===== config.mk =====
export PLATFORM = sky130hd
export DESIGN_NAME = regfile_scoreboard
export DESIGN_NICKNAME = d
export VERILOG_FILES = /design/src/rtl/regfile_pkg.sv /design/src/rtl/regfile_read_port.sv /design/src/rtl/regfile_scoreboard.sv
export SDC_FILE = /design/constraint.sdc
export NUM_CORES = 2
export LEC_CHECK = 0
export BUFFER_PORTS_ARGS = -buffer_cell sky130_fd_sc_hd__buf_2
export CORE_ASPECT_RATIO = 0.9
export CORE_UTILIZATION = 45
export DETAILED_ROUTE_END_ITERATION = 7
export RECOVER_POWER = 25
export SYNTH_ARGS = -nofsm -noshare
export SYNTH_HDL_FRONTEND = slang
export SYNTH_SLANG_ARGS = --single-unit

===== constraint.sdc =====
create_clock -name clk_i -period 5 [get_ports clk_i]
set_input_delay 0 -clock clk_i [delete_from_list [all_inputs] [get_ports clk_i]]
set_output_delay 0 -clock clk_i [all_outputs]
set_load 0.05 [all_outputs]

===== src/rtl/regfile_pkg.sv =====
// Shared definitions for the register file / scoreboard block.
//   DATA_W_DEF, ADDR_W_DEF : default register width and address width
//   ZERO_ADDR              : address of the hardwired zero register
//   port_lo()              : low bit of port k inside a flattened multi-port bus
package regfile_pkg;

    localparam int DATA_W_DEF = 32;
    localparam int ADDR_W_DEF = 5;
    localparam int ZERO_ADDR  = 0;

    // Port k of a bus packed as {port N-1, ..., port 1, port 0} starts at k*w.
    function automatic int port_lo(input int k, input int w);
        return k * w;
    endfunction

endpackage


===== src/rtl/regfile_read_port.sv =====
// One combinational read port of the register file.
//   rd_addr_i  : register selected by this port
//   mem_i      : full register array contents
//   busy_i     : full pending (busy) vector
//   wr_en_i / wr_addr_i / wr_data_i : writeback in flight this cycle
//   rd_data_o  : read data (zero register, then bypass, then storage)
//   rd_busy_o  : selected register still waits for its producer
module regfile_read_port
    import regfile_pkg::*;
#(
    parameter int DATA_W   = DATA_W_DEF,
    parameter int ADDR_W   = ADDR_W_DEF,
    parameter int ZERO_REG = 1,
    parameter int BYPASS   = 1
) (
    input  logic [ADDR_W-1:0]                       rd_addr_i,
    input  logic [(1<<ADDR_W)-1:0][DATA_W-1:0]      mem_i,
    input  logic [(1<<ADDR_W)-1:0]                  busy_i,
    input  logic                                    wr_en_i,
    input  logic [ADDR_W-1:0]                       wr_addr_i,
    input  logic [DATA_W-1:0]                       wr_data_i,
    output logic [DATA_W-1:0]                       rd_data_o,
    output logic                                    rd_busy_o
);

    logic wr_hit_s;
    logic is_zero_s;

    // Decode: does this read target the zero register or the register being written now?
    always_comb begin
        wr_hit_s  = wr_en_i && (wr_addr_i == rd_addr_i);
        is_zero_s = (ZERO_REG != 0) && (rd_addr_i == ADDR_W'(ZERO_ADDR));
    end

    // Data and busy select; the zero register overrides the bypass, and a value
    // forwarded this cycle also resolves the pending hazard.
    always_comb begin
        if (is_zero_s) begin
            rd_data_o = '0;
            rd_busy_o = 1'b0;
        end else if ((BYPASS != 0) && wr_hit_s) begin
            rd_data_o = wr_data_i;
            rd_busy_o = 1'b0;
        end else begin
            rd_data_o = mem_i[rd_addr_i];
            rd_busy_o = busy_i[rd_addr_i];
        end
    end

endmodule


===== src/rtl/regfile_scoreboard.sv =====
// Register file with per-register pending scoreboard for the pipelined datapath.
//   clk_i, rst_i            : clock, synchronous active-high reset
//   rd_addr_i / rd_data_o   : NUM_RD combinational read ports (flattened, port 0 in LSBs)
//   rd_busy_o               : per-port "register has an outstanding producer"
//   wr_en_i/addr/data       : writeback port; also clears the written register's busy bit
//   alloc_en_i/alloc_addr_i : issue marks a destination register pending
//   alloc_stall_o           : allocation target already pending (WAW hazard)
//   flush_i                 : clears all pending bits
//   busy_cnt_o              : registered count of pending registers
module regfile_scoreboard
    import regfile_pkg::*;
#(
    parameter int DATA_W   = DATA_W_DEF,
    parameter int ADDR_W   = ADDR_W_DEF,
    parameter int NUM_RD   = 2,
    parameter int ZERO_REG = 1,
    parameter int BYPASS   = 1
) (
    input  logic                     clk_i,
    input  logic                     rst_i,
    input  logic [NUM_RD*ADDR_W-1:0] rd_addr_i,
    output logic [NUM_RD*DATA_W-1:0] rd_data_o,
    output logic [NUM_RD-1:0]        rd_busy_o,
    input  logic                     wr_en_i,
    input  logic [ADDR_W-1:0]        wr_addr_i,
    input  logic [DATA_W-1:0]        wr_data_i,
    input  logic                     alloc_en_i,
    input  logic [ADDR_W-1:0]        alloc_addr_i,
    output logic                     alloc_stall_o,
    input  logic                     flush_i,
    output logic [ADDR_W:0]          busy_cnt_o
);

    localparam int DEPTH = 1 << ADDR_W;

    logic [DEPTH-1:0][DATA_W-1:0] mem_q;
    logic [DEPTH-1:0]             busy_q;
    logic [DEPTH-1:0]             busy_d;
    logic [ADDR_W:0]              cnt_q;
    logic [ADDR_W:0]              cnt_d;
    logic                         wr_ok_s;

    // Writes to the hardwired zero register are dropped.
    always_comb begin
        if ((ZERO_REG != 0) && (wr_addr_i == ADDR_W'(ZERO_ADDR))) begin
            wr_ok_s = 1'b0;
        end else begin
            wr_ok_s = wr_en_i;
        end
    end

    // Register storage.
    always_ff @(posedge clk_i) begin
        if (rst_i) begin
            mem_q <= '0;
        end else if (wr_ok_s) begin
            mem_q[wr_addr_i] <= wr_data_i;
        end else begin
            mem_q <= mem_q;
        end
    end

    // Scoreboard next state: a new producer beats flush, flush beats writeback.
    always_comb begin
        busy_d = busy_q;
        for (int r = 0; r < DEPTH; r++) begin
            if (alloc_en_i && (alloc_addr_i == ADDR_W'(r)) &&
                !((ZERO_REG != 0) && (r == ZERO_ADDR))) begin
                busy_d[r] = 1'b1;
            end else if (flush_i) begin
                busy_d[r] = 1'b0;
            end else if (wr_en_i && (wr_addr_i == ADDR_W'(r))) begin
                busy_d[r] = 1'b0;
            end else begin
                busy_d[r] = busy_q[r];
            end
        end
    end

    // Population count of the next busy vector, so the registered count lines
    // up with the busy bits it describes.
    always_comb begin
        cnt_d = '0;
        for (int r = 0; r < DEPTH; r++) begin
            cnt_d = cnt_d + {{ADDR_W{1'b0}}, busy_d[r]};
        end
    end

    // Scoreboard and counter registers.
    always_ff @(posedge clk_i) begin
        if (rst_i) begin
            busy_q <= '0;
            cnt_q  <= '0;
        end else begin
            busy_q <= busy_d;
            cnt_q  <= cnt_d;
        end
    end

    // WAW stall; a same-cycle writeback or flush frees the target first.
    always_comb begin
        alloc_stall_o = alloc_en_i && busy_q[alloc_addr_i] &&
                        !(wr_en_i && (wr_addr_i == alloc_addr_i)) && !flush_i;
    end

    assign busy_cnt_o = cnt_q;

    for (genvar k = 0; k < NUM_RD; k++) begin : g_rd
        localparam int ALO = port_lo(k, ADDR_W);
        localparam int DLO = port_lo(k, DATA_W);

        regfile_read_port #(
            .DATA_W   (DATA_W),
            .ADDR_W   (ADDR_W),
            .ZERO_REG (ZERO_REG),
            .BYPASS   (BYPASS)
        ) u_rd (
            .rd_addr_i (rd_addr_i[ALO +: ADDR_W]),
            .mem_i     (mem_q),
            .busy_i    (busy_q),
            .wr_en_i   (wr_en_i),
            .wr_addr_i (wr_addr_i),
            .wr_data_i (wr_data_i),
            .rd_data_o (rd_data_o[DLO +: DATA_W]),
            .rd_busy_o (rd_busy_o[k])
        );
    end

endmodule


---- Yosys cells after proc, flatten, opt, wreduce, memory -nomap -nowiden ----
Cells that the tools add are included.
word-level totals
  bits of input ports ..................... 57
  register bits ........................... 1062
  output and inout port bits .............. 73
operators by class
  eq/ne operators ......................... 65
  $lt $le $gt $ge ......................... 5
  reductions and logical operators ........ 75
  multiplexer cells ....................... 117
  add/subtract/negate cells ............... 31
operators by type and width
  kind                  number
  $bwmux W1024          1
  $bmux W32 S5          2
  $mux W32              7
  $demux W32 S5         1
  $eq A5 B5 Y1 const B  32
  $add A6 B1 Y6         26
  $mux W1               103
  $eq A5 B4 Y1 const B  16
  $logic_and A1 B1 Y1   70
  $eq A5 B3 Y1 const B  8
  $lt A5 B6 Y1 const B  4
  $eq A5 B2 Y1 const B  4
  $bmux W1 S5           3
  $eq A5 B5 Y1          3
  $logic_not A5 Y1      3
  $eq A5 B1 Y1 const B  2
  $add A5 B1 Y6         1
  $add A4 B1 Y5         1
  $ge A5 B1 Y1 const B  1
  $add A3 B1 Y4         1
  $add A2 B1 Y3         1
  $add A1 B1 Y2         1
  $logic_not A1 Y1      2

---- Logic depth before layout (Yosys ltp) ----
  depth in word-level cells ............... 36
  depth in mapped cells ................... 24

---- By module ----
A second synthesis with hierarchy kept.
unflattened totals
  cells, all modules ...................... 6360
  area total of the unflattened synthesis .. 55564.5 sq um
modules (own cells, without submodules)
  module              cells an instance  times used  area an instance (sq um)  seq. area each (sq um)
  regfile_scoreboard  4760               1           37574.8                   21260.4
  regfile_read_port   800                2           8994.9                    0.0

---- Worst setup path after synthesis ----
No wires, ideal clock.
  kind .................................... input -> register
  start point ............................. input port wr_addr_i[4]
  end point ............................... register cnt_q[4] (netlist: busy_cnt_o[4])
  slack ................................... -0.318 ns
  setup time .............................. 0.128 ns
  stages .................................. 23
  path buffers ............................ 2
  arrival ................................. 5.191 ns
  required time ........................... 4.872 ns
  cell sequence ........................... buf_2 buf_2 nor3b_1 nand2_1 a32o_1 fa_1 inv_1 fa_1 fa_1 inv_1 fa_1 inv_1 fa_1 fa_1 inv_1 ha_1 inv_1 fa_1 inv_1 a21o_1 a21oi_1 xor2_1 nor2_1
on the way
  elaborated cells between the ends (all ways) .. 190
  classes of those cells .................. add/sub (31); eq/ne (31); mux (95); reduce/logical (33)
RTL lines
  what                         RTL line                  source
  start, declared              regfile_scoreboard.sv:25  input logic [ADDR_W-1:0] wr_addr_i,
  $eq A5 B3 Y1                 regfile_scoreboard.sv:72  end else if (wr_en_i && (wr_addr_i == ADDR_W'(r))) begin
  $logic_and A1 B1 Y1          regfile_scoreboard.sv:72
  $mux W1                      regfile_scoreboard.sv:72
  $mux W1                      regfile_scoreboard.sv:70  end else if (flush_i) begin
  $mux W1                      regfile_scoreboard.sv:67  if (alloc_en_i && (alloc_addr_i == ADDR_W'(r)) &&
  net busy_d[5]                regfile_scoreboard.sv:38  logic [DEPTH-1:0] busy_d;
  $add A5 B1 Y6                regfile_scoreboard.sv:85  cnt_d = cnt_d + {{ADDR_W{1'b0}}, busy_d[r]};
  $add A6 B1 Y6 (26 in a row)  regfile_scoreboard.sv:85
  end signal, assigned         regfile_scoreboard.sv:96  cnt_q <= cnt_d;
  end, declared                regfile_scoreboard.sv:39  logic [ADDR_W:0] cnt_q;
The timed path passes the listed nets, and every way through them passes these cells.
A chain may end at the register's enable or synchronous reset.

---- Worst setup path after layout ----
  start point ............................. input port alloc_addr_i[0]
  end point ............................... register cnt_q[4] (netlist: busy_cnt_o[4])
on the way
  cells in the longest elaborated chain, start to end .. 34
  elaborated cells between the ends (all ways) .. 124
  classes of those cells .................. add/sub (31); eq/ne (31); mux (31); reduce/logical (31)
RTL lines
  what                         RTL line                  source
  start, declared              regfile_scoreboard.sv:28  input logic [ADDR_W-1:0] alloc_addr_i,
  $eq A5 B1 Y1                 regfile_scoreboard.sv:67
  $logic_and A1 B1 Y1          regfile_scoreboard.sv:67
  $mux W1                      regfile_scoreboard.sv:67
  $add A1 B1 Y2                regfile_scoreboard.sv:85
  $add A2 B1 Y3                regfile_scoreboard.sv:85
  $add A3 B1 Y4                regfile_scoreboard.sv:85
  $add A4 B1 Y5                regfile_scoreboard.sv:85
  $add A5 B1 Y6                regfile_scoreboard.sv:85
  $add A6 B1 Y6 (25 in a row)  regfile_scoreboard.sv:85
  $add A6 B1 Y6 (*)            regfile_scoreboard.sv:85
Mark *: on every way between the ends. The rest lies on a longest branch, timed or not.

==> impl_metrics.csv <==
group,metric,value,unit
status,status,"complete, but fails checks",
status,violations,"max-capacitance violations, max-slew violations",
global_routing,grt_overflow,0,
cts,cts_tree,"yes",
synthesis,syn_area,0.0549,mm²
hold_path,worst_hold_path_type,"in2reg",
synthesis,ys_types,59,
final_layout,final_util,50.6,%
synthesis,yosys_warnings,0,
cts,htree_levels,3,
global_routing,grt_usage,35.7,%
final_layout,drive_above_1_share,17.4,%
route,drtPass1Iterations,7,
route,vias,50000,
place,dp_cells,7524,
final_layout,area_growth_syn_to_layout,11.5,%
global_routing,grt_pass1_vias,47200,
power_and_ir_drop,internal_power,0.0142,W
route,viasPerCell,6.43,
final_layout,fill_cells,11100,
final_layout,fin_cells,7775,
global_routing,grt_pass1_wl,325000,µm
synthesis,yosys.area.top_type,"dfxtp_1",
floorplan,rows,121,
cts,clkLatencyLatePin,0.74,ns
power_and_ir_drop,total_power,0.0193,W
place,port_buffers,129,
route,postRouteWirelength,225000,µm
power_and_ir_drop,vdd_drop_max,251,µV
route,routedWlPerCell,29.0,µm
sta,slew_headroom,-127,%
final_layout,multi_input_area,0.0310,mm²
critical_path,criticalPathCategory,"in2reg",
synthesis,synthArstFlopShare,0,%
power_and_ir_drop,power.density,316,mW/mm²
floorplan,die_w,370,µm
power_and_ir_drop,power_switching,0.00513,W
cts,clkTransAtPathRegs,0.06,ns
place,place_congestion,0.950,
power_and_ir_drop,power_frac_clock,45.6,%
floorplan,die-area,0.123,mm²
route,ant_nets,0,
cts,cts.sinks,1062,
sta,tightest_slew,3.41,ns
sta,rsz0062_at_grt,"yes",
synthesis,postSynthAreaPerCell,8.80,µm²
power_and_ir_drop,p_comb_share,10.1,%
cts,cts_buffers,112,
synthesis,synth-main-ff-cell,"dfxtp_1",
route,drc,0,
cts,clockBufferDepth,3,
floorplan,core_area,0.121,mm²
cts,cts-root-buf,"clkbuf_16",
power_and_ir_drop,sequentialPowerShare,44.3,%
sta,max_freq,200,MHz
floorplan,pin_count,130,
power_and_ir_drop,leakagePower,20.4,nW
run,maxCapViolations,20,
synthesis,syn_nets,6326,
synthesis,synth-seq-cells,1062,
sta,fin_skew,0.0142,ns
global_routing,grt_max_degree,177,
critical_path,cp_data_required_time,5.61,ns
final_layout,layout_commonest_cell,"nand2_1",
sta,hold_violations,0,
place,place_hpwl,132000,µm
synthesis,synth_seq_area_share,38.7,%
synthesis,synth_top_cell_area_share,38.7,%
floorplan,start_util,45.4,%
sta,report.final.slew_viol_count,543,
final_layout,layout.nets,6169,
final_layout,layout_common_cells,"nand2_1 (2,019), a21oi_1 (1,080), dfxtp_1 (1,062)",
synthesis,syn_inst,6238,
synthesis,synth_edf_count,0,
route,drt-initial-drc-count,7395,
sta,setup_ws,0.00154,ns
final_layout,regArea,0.0213,mm²
critical_path,endpoint_kind,"flip-flop",
sta,finalCritPeriodShare,100,%
floorplan,die_h,333,µm
sta,fin_crit,5.00,ns
critical_path,cp_max_fo,8,
global_routing,antenna_found_initial,11,
critical_path,start_kind,"input pin",
sta,setup_viol,0,
power_and_ir_drop,swShare,26.5,%
synthesis,ys_top_cells_by_area,"dfxtp_1 (39%), mux4_2 (18%), nand2_1 (14%)",
place,dp_worst_setup_slack,-0.299,ns
critical_path,cp.arrival,5.60,ns
synth_stat cells (all sizes together) (15+ instances only):
| master | instances |
|---|---|
| a22o | 76 |
| o21ai | 31 |
| a2111oi | 37 |
| buf | 174 |
| a22oi | 61 |
| mux2i | 200 |
| dfxtp | 1062 |
| fa | 24 |
| a32oi | 19 |
| xor2 | 15 |
| o211ai | 18 |
| nor2 | 88 |
| nor2b | 57 |
| clkbuf | 495 |
| o221ai | 33 |
| mux2 | 24 |
| o22ai | 69 |
| nand2 | 2051 |
| mux4 | 449 |
| inv | 31 |
| a21oi | 1082 |
metal layers:
metal | global-route usage [%] | up-vias | part of all wire (%)
li1 | - | 21600 | -
met1 | 48.6 | 24500 | 39
met2 | 52.1 | 3246 | 43
met3 | 9.79 | 659 | 13
met4 | 17.2 | 12 | 5.6
met5 | 0 | - | 0.032
kinds of logic after synthesis:
family,Yosys count,synth area share [%]
buffers and inverters,700,5.64
muxes,673,22.6
DFF,1062,38.7
adders and majority gates,31,1.03
AOI/OAI and AO/OA,1497,15.7
xor gates and xnor gates,18,0.287
and+or+nand+nor,2257,16.0
final timing paths:
| check | startpoint | to | slack, ns | depth (start not counted) |
|---|---|---|---|---|
| setup / recovery | alloc_addr_i[0] | busy_cnt_o[4]$_SDFF_PP0_ | 0.002 | 21 |
| hold / removal | wr_en_i | busy_q[17]$_SDFF_PP0_ | 0.03 | 6 |
| setup reg to reg | busy_q[17]$_SDFF_PP0_ | busy_cnt_o[4]$_SDFF_PP0_ | 0.03 | 19 |
| hold reg to reg | mem_q[454]$_SDFFE_PP0P_ | mem_q[454]$_SDFFE_PP0P_ | 0.46 | 2 |
timing repair:
action	4_1_cts	5_1_grt
setup buffers	0	2
endpoints found under the setup margin	0	4
resized for setup	0	4
endpoints found under the hold margin	1012	0
hold buffers	40	0
flip-flops by register name, summed over array words and instances, names as in the netlist:
name,cells
busy_q,32
busy_cnt_o,6
mem_q,1024
power by group through the flow:
stage          Clock [W]  Combinational, W  Sequential (W)
2_1_floorplan          0           0.00121         0.00875
3_3_place_gp           0           0.00187         0.00875
3_5_place_dp           0           0.00188         0.00876
4_1_cts          0.00886           0.00191         0.00857
5_1_grt          0.00920           0.00200         0.00857
6_report         0.00882           0.00196         0.00857
through the flow:
stage | hold WS, ns | instance area [µm²] | setup TNS, ns
after floorplan | 0.270 | 55000 | -0.0117
after global placement | 0.449 | 57000 | -0.920
after detailed placement | 0.452 | 57000 | -0.869
after CTS | 0.000225 | 61300 | 0
after global routing | 0.0550 | 61200 | -0.224
final | 0.0281 | 61200 | 0
critical path, cell delays in order:
cell	delay [ns]
dlygate4sd3_1	0.51
buf_2	0.11
and2_1	0.51
a32oi_1	0.19
fa_1	0.62
fa_1	0.49
fa_1	0.54
inv_1	0.05
fa_1	0.47
inv_1	0.05
fa_1	0.44
fa_1	0.52
inv_1	0.06
ha_2	0.18
inv_2	0.05
fa_2	0.19
inv_1	0.04
a21o_1	0.18
a21oi_2	0.15
xor2_1	0.17
nor2_1	0.06
area by class of cell:
cell class | instances | area share, %
repair buffers | 398 | 4.85
inverters | 31 | 0.190
clock inverters | 28 | 0.597
flip-flops and latches | 1062 | 34.7
diodes | 6 | 0.0245
clock buffers | 175 | 5.68
multi-input cells | 4476 | 50.7
well taps | 1599 | 3.27
Power figures use the tool's default switching activity.
